### config.mk
export PLATFORM = sky130hd
export DESIGN_NAME = fifo_write_ctrl_flat
export DESIGN_NICKNAME = d
export VERILOG_FILES = /design/src/rtl/fifo_write_ctrl_if.sv /design/src/rtl/fifo_write_ctrl.sv /design/src/flat_wrapper.sv
export SDC_FILE = /design/constraint.sdc
export NUM_CORES = 1
export LEC_CHECK = 0
export BUFFER_PORTS_ARGS = -buffer_cell sky130_fd_sc_hd__buf_2
export CAP_MARGIN = 0
export CORE_MARGIN = 1.5
export CORE_UTILIZATION = 40
export DETAILED_ROUTE_END_ITERATION = 8
export HOLD_SLACK_MARGIN = 0.1
export PLACE_DENSITY = 0.75
export SETUP_SLACK_MARGIN = 0.02
export SKIP_CTS_REPAIR_TIMING = 1
export SLEW_MARGIN = 20
export SYNTH_ARGS = -nofsm -noshare
export SYNTH_HDL_FRONTEND = slang
export SYNTH_SLANG_ARGS = --single-unit
### constraint.sdc
create_clock -name clk -period 7.8 [get_ports clk]
set_input_delay 1.95 -clock clk [delete_from_list [all_inputs] [get_ports clk]]
set_output_delay 1.95 -clock clk [all_outputs]
set_load 0.02 [all_outputs]
### src/rtl/fifo_write_ctrl_if.sv
// Bus between the FIFO writer and the write controller. Request/response contract:
// wr_en is a request sampled each edge; the next cycle carries exactly one of wr_ack/wr_err.
interface fifo_write_ctrl_if;
  logic        wr_en;
  logic [31:0] din;
  logic        rd_ack;
  logic [31:0] to_reg0;
  logic [31:0] to_reg1;
  logic [31:0] to_reg2;
  logic [31:0] to_reg3;
  logic [31:0] to_reg4;
  logic [31:0] to_reg5;
  logic [31:0] to_reg6;
  logic [31:0] to_reg7;
  logic [2:0]  wr_ptr;
  logic [3:0]  data_count;
  logic        full;
  logic        empty;
  logic        wr_ack;
  logic        wr_err;
  logic [1:0]  state;

  modport master (
    output wr_en, din, rd_ack,
    input  to_reg0, to_reg1, to_reg2, to_reg3, to_reg4, to_reg5, to_reg6, to_reg7,
    input  wr_ptr, data_count, full, empty, wr_ack, wr_err, state
  );

  modport slave (
    input  wr_en, din, rd_ack,
    output to_reg0, to_reg1, to_reg2, to_reg3, to_reg4, to_reg5, to_reg6, to_reg7,
    output wr_ptr, data_count, full, empty, wr_ack, wr_err, state
  );
endinterface

### src/rtl/fifo_write_ctrl.sv
// Write side of an 8 x 32 FIFO: storage registers, write pointer, occupancy count
// and a small request-status FSM whose state is exported for observation.
module fifo_write_ctrl (
  input  logic            clk,
  input  logic            reset_n,
  fifo_write_ctrl_if.slave bus
);
  typedef enum logic [1:0] {
    IDLE     = 2'b00,
    WRITE    = 2'b01,
    WR_ERROR = 2'b10
  } state_t;

  logic [31:0] regs [8];
  logic [2:0]  wr_ptr_q;
  logic [3:0]  count_q;
  logic        ack_q;
  logic        err_q;
  state_t      state_q;

  logic        full_c;
  logic        empty_c;
  logic        wr_ok;
  logic        rd_ok;
  logic [7:0]  wr_sel;

  assign full_c  = (count_q == 4'd8);
  assign empty_c = (count_q == 4'd0);
  // Full is judged on the pre-edge count, so a same-cycle read never rescues a write.
  assign wr_ok   = bus.wr_en && !full_c;
  assign rd_ok   = bus.rd_ack && !empty_c;

  always_comb begin
    wr_sel = '0;
    if (wr_ok) wr_sel[wr_ptr_q] = 1'b1;
  end

  always_ff @(posedge clk or negedge reset_n) begin
    if (!reset_n) begin
      for (int i = 0; i < 8; i++) regs[i] <= '0;
    end else begin
      for (int i = 0; i < 8; i++) begin
        if (wr_sel[i]) regs[i] <= bus.din;
      end
    end
  end

  always_ff @(posedge clk or negedge reset_n) begin
    if (!reset_n) begin
      wr_ptr_q <= '0;
      count_q  <= '0;
      ack_q    <= 1'b0;
      err_q    <= 1'b0;
      state_q  <= IDLE;
    end else begin
      if (wr_ok) wr_ptr_q <= wr_ptr_q + 3'd1;

      case ({wr_ok, rd_ok})
        2'b10:   count_q <= count_q + 4'd1;
        2'b01:   count_q <= count_q - 4'd1;
        default: count_q <= count_q;
      endcase

      if (!bus.wr_en) begin
        state_q <= IDLE;
        ack_q   <= 1'b0;
        err_q   <= 1'b0;
      end else if (full_c) begin
        state_q <= WR_ERROR;
        ack_q   <= 1'b0;
        err_q   <= 1'b1;
      end else begin
        state_q <= WRITE;
        ack_q   <= 1'b1;
        err_q   <= 1'b0;
      end
    end
  end

  assign bus.to_reg0    = regs[0];
  assign bus.to_reg1    = regs[1];
  assign bus.to_reg2    = regs[2];
  assign bus.to_reg3    = regs[3];
  assign bus.to_reg4    = regs[4];
  assign bus.to_reg5    = regs[5];
  assign bus.to_reg6    = regs[6];
  assign bus.to_reg7    = regs[7];
  assign bus.wr_ptr     = wr_ptr_q;
  assign bus.data_count = count_q;
  assign bus.full       = full_c;
  assign bus.empty      = empty_c;
  assign bus.wr_ack     = ack_q;
  assign bus.wr_err     = err_q;
  assign bus.state      = state_q;
endmodule

### src/flat_wrapper.sv
// flat-port wrapper written by rule: the top's interface ports become plain ports
module fifo_write_ctrl_flat 
  (clk, reset_n, bus_wr_en, bus_din, bus_rd_ack, bus_to_reg0, bus_to_reg1, bus_to_reg2, bus_to_reg3, bus_to_reg4, bus_to_reg5, bus_to_reg6, bus_to_reg7, bus_wr_ptr, bus_data_count, bus_full, bus_empty, bus_wr_ack, bus_wr_err, bus_state);
  fifo_write_ctrl_if bus_i ();
  input  logic clk;
  input  logic reset_n;
  input wire logic [$bits(bus_i.wr_en)-1:0] bus_wr_en;
  input wire logic [$bits(bus_i.din)-1:0] bus_din;
  input wire logic [$bits(bus_i.rd_ack)-1:0] bus_rd_ack;
  output wire logic [$bits(bus_i.to_reg0)-1:0] bus_to_reg0;
  output wire logic [$bits(bus_i.to_reg1)-1:0] bus_to_reg1;
  output wire logic [$bits(bus_i.to_reg2)-1:0] bus_to_reg2;
  output wire logic [$bits(bus_i.to_reg3)-1:0] bus_to_reg3;
  output wire logic [$bits(bus_i.to_reg4)-1:0] bus_to_reg4;
  output wire logic [$bits(bus_i.to_reg5)-1:0] bus_to_reg5;
  output wire logic [$bits(bus_i.to_reg6)-1:0] bus_to_reg6;
  output wire logic [$bits(bus_i.to_reg7)-1:0] bus_to_reg7;
  output wire logic [$bits(bus_i.wr_ptr)-1:0] bus_wr_ptr;
  output wire logic [$bits(bus_i.data_count)-1:0] bus_data_count;
  output wire logic [$bits(bus_i.full)-1:0] bus_full;
  output wire logic [$bits(bus_i.empty)-1:0] bus_empty;
  output wire logic [$bits(bus_i.wr_ack)-1:0] bus_wr_ack;
  output wire logic [$bits(bus_i.wr_err)-1:0] bus_wr_err;
  output wire logic [$bits(bus_i.state)-1:0] bus_state;
  assign bus_i.wr_en = bus_wr_en;
  assign bus_i.din = bus_din;
  assign bus_i.rd_ack = bus_rd_ack;
  assign bus_to_reg0 = bus_i.to_reg0;
  assign bus_to_reg1 = bus_i.to_reg1;
  assign bus_to_reg2 = bus_i.to_reg2;
  assign bus_to_reg3 = bus_i.to_reg3;
  assign bus_to_reg4 = bus_i.to_reg4;
  assign bus_to_reg5 = bus_i.to_reg5;
  assign bus_to_reg6 = bus_i.to_reg6;
  assign bus_to_reg7 = bus_i.to_reg7;
  assign bus_wr_ptr = bus_i.wr_ptr;
  assign bus_data_count = bus_i.data_count;
  assign bus_full = bus_i.full;
  assign bus_empty = bus_i.empty;
  assign bus_wr_ack = bus_i.wr_ack;
  assign bus_wr_err = bus_i.wr_err;
  assign bus_state = bus_i.state;
  fifo_write_ctrl u_core (.clk(clk), .reset_n(reset_n), .bus(bus_i));
endmodule
# After elaboration in Yosys (flattened, before gate mapping)
# Index checks and enable logic that the tools add are counted.
# word_totals
out_inout_bits,269
wordCells,38
regBits,267
# classes
mux,10
eq_ne,3
magnitude_cmp,2
add_sub_neg,3
n_reduce_logical,7
# op_table
op,count
$mux 8,1
$pmux 4 s2,1
$mux 1,5
$add 4x1->4 const B,1
$eq 4x4->1 const B,1
$logic_not 4->1,1
$lt 3x4->1 const B,1
$mux 2,2
$sub 4x1->4 const B,1
$add 3x1->3 const B,1
$demux 1 s3,1
$ge 3x1->1 const B,1
$logic_and 1x1->1,3
$eq 2x1->1 const B,1
$eq 2x2->1 const B,1
$logic_not 1->1,2
$reduce_bool 2->1,1

# Longest topological paths before layout
# logic_depth
word_depth,5
depth_mapped,8
ltp_nobuf,7

# Least setup slack after synthesis
# OpenSTA, ideal clock, no wires.
# synth_timing
path_type,in2reg
start,input port bus_rd_ack
end,"register u_core.count_q[3], in the netlist u_core.bus.data_count[3]"
setup_slack_ns,4.129
arrival_ns,3.537
n_path_buf,0
stages,6
cell_sequence,nor2b_1 ha_1 ha_1 or4b_2 o311ai_0 o211ai_1
# synth_between
elab_chain_cells,3
elab_cells_between_ends,5
cone_classes,eq/ne (2); mux (1); reduce/logical (2)
# synth_rtl
item,line_no,source
from (decl),flat_wrapper.sv:9,input wire logic [$bits(bus_i.rd_ack)-1:0] bus_rd_ack;
$logic_and 1x1->1 *,fifo_write_ctrl.sv:31,assign rd_ok = bus.rd_ack && !empty_c;
$eq 2x1->1 or $eq 2x2->1 (tied branches),fifo_write_ctrl.sv:58,"case ({wr_ok, rd_ok})"
$pmux 4 s2 or $reduce_bool 2->1 (tied branches),-,
to (signal assigned),fifo_write_ctrl.sv:59,2'b10: count_q <= count_q + 4'd1;
to (signal assigned),fifo_write_ctrl.sv:60,2'b01: count_q <= count_q - 4'd1;
to (signal assigned),fifo_write_ctrl.sv:61,default: count_q <= count_q;
to (decl),fifo_write_ctrl.sv:16,logic [3:0] count_q;
# Mark *: on every way between the ends. The rest lies on a longest branch, timed or not.
# A chain may end at the register's enable or synchronous reset.

# Final worst setup path
# layout_timing
start,"register u_core.count_q[0], in the netlist u_core.bus.data_count[0]"
end,output port bus_full
# layout_between
elab_chain_cells,1
# layout_rtl
item,line_no,source
$eq 4x4->1,fifo_write_ctrl.sv:27,assign full_c = (count_q == 4'd8);
to (decl),flat_wrapper.sv:20,output wire logic [$bits(bus_i.full)-1:0] bus_full;
# Every way passes these cells.

==> key figures <==
Worst setup path
  • WS Path Type: reg -> out
  • Reg-to-Reg End: u_core.bus.data_count[3]
  • R2R Path Start: u_core.bus.data_count[0]
  • Crit-path max FO: 7
  • CP required: 5.85 ns
  • Cells along the critical path: or4b_1 -> inv_8 -> buf_2
  • R2r setup slk: 4.62 ns
  • CP endpoint kind: output pin
  • Setup crit start kind: register
  • WP data arrival: 2.13 ns
  • CP max stage cell: or4b_1
  • Worst stage delay on the critical path: 0.78 ns
  • R2R cell count: 7

Placement
  • Port Buffers: 304
  • Gpl congestion: 0.746
  • HPWL after DPL: 17.1 mm

Floorplan
  • Core footprint: 0.0261 sq mm
  • Die Wd: 166 um
  • Die area: 0.0277 sq mm
  • Starting Density: 0.409
  • # rows: 59
  • Die Y-Extent: 166 um
  • I/O Pins: 305

Logic synthesis
  • Synth unique cells: 34
  • Syn Nets: 641
  • Synth Area in Compound Gates: 0.00398
  • Async S/R FF share, synth: 1.00
  • Post-synthesis mux area share: 0.315
  • XOR/XNOR Fraction of Synth Area: 0.00328
  • Synth Area in Adders: 0.00656
  • Post-synthesis instance area: 0.0107 sq mm
  • Simple-gate share of the synthesized area: 0.0210
  • Seq/Total Area, Yosys: 0.621
  • Post-synth EDFFs: 0
  • Ys Warns: 0
  • Syn Area/Cell: 17.8 sq um
  • Largest cells by area after synthesis: dfrtp_1, mux2_4, mux2_2
  • Area leader, netlist: dfrtp_1
  • Top cell type's share of synthesized area: 0.621
  • Synthesized netlist cell count: 600
  • Predominant post-synthesis flop cell: dfrtp_1
  • Main combinational cell family by area after synthesis: multiplexers
  • Register bit total from synthesis: 265

Global routing
  • Grt met1 use: 0.240
  • Largest net degree at the start of global routing: 135
  • Grt peak-use layer: met2
  • Initial antenna violation count: 0
  • Met3 usage: 0.0454
  • Met2 Usage GRT: 0.308
  • First-pass GRT wire length: 40.2 mm
  • Total track usage: 0.184
  • Total grt overflow: 0
  • Number of global-route vias before repair: 6,623

Routing
  • Via Count: 6,255
  • WL/cell: 20.2 um
  • Initial DRC count: 338
  • DRC: 21
  • Routed WL: 25.6 mm
  • Vias per Instance: 4.92
  • Initial DRT Pass Iterations: 6
  • Routed Antenna Nets: 0

Run status
  • Failing checks: design-rule violations
  • Status: finished with violations

Timing
  • Final setup vio count: 0
  • RSZ-0062 raised after global routing: false
  • Worst hold slack: 0.488 ns
  • Clk_skew: 0.00854 ns
  • Tcrit/Tclk final: 0.523
  • Final hold violation count: 0
  • FMAX: 245 MHz
  • Least-Margin Pin Slew: 1.00 ns
  • Final worst path period need: 4.08 ns
  • Pins Over Slew Limit: 0
  • Setup TNS: 0 ns
  • Slew HR: 0.331

Clock network
  • Clock Tree Buf Depth: 3
  • Clock transition at path regs: 0.06 ns
  • Number of clock sinks: 265
  • H-tree levels: 1
  • Clock root buffer: clkbuf_16
  • CTS Buf Count: 28
  • CTS tree: done
  • Clock Latency Late Sink: 0.54 ns

Power
  • Switch share: 0.381
  • Logic pwr share: 0.445
  • Reg power frac: 0.360
  • Int Power: 4.24 mW
  • Psw: 2.61 mW
  • Leak pwr: 6.58 nW
  • Peak supply drop: 243 uV
  • Clk pwr share: 0.195
  • PD cells: 510 mW/mm^2
  • Final Power: 6.85 mW

Cells and area
  • Post-layout nets: 957
  • Layout cells sized above 1: 0.661
  • Area Growth Syn to Fin: 25.6%
  • Layout Utilization: 0.514
  • Antenna Cells: 0
  • Fill cells: 2,186

Worst hold path
  • Hold endpoint: u_core.bus.to_reg0[24]
  • Hold Path Origin: u_core.bus.to_reg0[24]
  • Hold path cells: 1
  • Worst min path class: reg -> reg

Run
  • Max cap viols: 0
[cell type report]
| type | instances | area (sq um) | share of cell area |
|---|---|---|---|
| Clock buffer | 42 | 845 | 0.0629 |
| Clock inverter | 8 | 92.6 | 0.00690 |
| Inverter | 6 | 30.0 | 0.00224 |
| Multi-Input combinational cell | 299 | 3750 | 0.279 |
| Sequential cell | 265 | 6630 | 0.494 |
| Tap cell | 335 | 419 | 0.0312 |
| Timing Repair Buffer | 316 | 1650 | 0.123 |
[cells in the mapped netlist (all sizes together), types with 3 or more instances]
master / number
mux2: 258
nor3b: 4
dfrtp: 265
nand3: 4
inv: 6
xnor2: 3
clkbuf: 3
nand2: 4
buf: 27
ha: 4
[metal layers]
| layer | vias up | wire [um] |
|---|---|---|
| met5 | - | 0 |
| met4 | 0 | 602 |
| met3 | 50 | 1870 |
| met2 | 224 | 12500 |
| met1 | 3224 | 10700 |
| li1 | 2757 | - |
[sequential cells by signal (all words and copies together) (netlist names)]
signal	cells
u_core.bus.wr_err	1
u_core.bus.to_reg4	32
u_core.bus.to_reg7	32
u_core.bus.data_count	4
u_core.bus.to_reg6	32
u_core.bus.to_reg1	32
u_core.bus.to_reg2	32
u_core.bus.state	1
u_core.bus.to_reg5	32
u_core.bus.to_reg3	32
u_core.bus.wr_ptr	3
u_core.bus.to_reg0	32
[worst max-delay path, delay by kind of cell (launching register included)]
family,cells,cell delay (ns)
buffers and inverters,2,0.36
flip-flops,1,0.45
AND/OR/NAND/NOR,1,0.78
[kinds of logic (layout without fill, tap and decap cells)]
group           Yosys count  after routing
flops                   265            265
buf+inv                  36            372
mux                     259            259
xor+xnor                  4              4
fa+ha+maj                 5              5
compound gates            6              6
simple gates             25             25
[how the worst max path moves through the flow]
stage                             start                        to  slack [ns]
2_1_floorplan                bus_rd_ack  u_core.bus.data_count[3]        4.13
3_3_place_gp                  bus_wr_en     u_core.bus.to_reg2[0]        3.70
3_5_place_dp                  bus_wr_en    u_core.bus.to_reg0[23]        3.64
4_1_cts        u_core.bus.data_count[0]                  bus_full        3.69
5_1_grt        u_core.bus.data_count[0]                  bus_full        3.63
6_report       u_core.bus.data_count[0]                  bus_full        3.72
[through the flow]
step	instances	cell area (sq um)	worst slack, ns
5_1_grt	1271	13400	3.63
3_5_place_dp	1220	12500	3.64
6_report	1271	13400	3.72
4_1_cts	1270	13400	3.69
3_3_place_gp	1220	12500	3.70
2_1_floorplan	600	10700	4.13
[power by group through the flow]
stage | Sequential [mW] | Clock, mW | Combinational, mW
after detailed placement | 2.46 | 0 | 3.08
after global placement | 2.44 | 0 | 3.02
after floorplan | 3.30 | 0 | 1.19
final | 2.47 | 1.33 | 3.05
after global routing | 2.55 | 1.42 | 3.21
after CTS | 2.47 | 1.36 | 3.08
[cell usage in the layout, fill, tap and decap left out, types with 2 or more instances in the layout]
cell,synthesis,routed
clkbuf_1,3,6
buf_2,0,303
clkbuf_8,0,7
a21oi_1,2,2
nand3_1,3,3
bufinv_16,0,2
mux2_1,9,9
nor4b_4,2,2
xnor2_1,3,3
nand2_1,4,4
clkinv_2,0,5
mux2_2,129,129
nand4b_2,2,2
dfrtp_1,265,265
mux2_4,120,120
inv_1,5,5
clkbuf_16,0,29
nor2b_1,2,2
nor3b_1,3,3
buf_4,8,10
ha_1,4,4
Note: power is estimated with default switching activity, not from simulation.
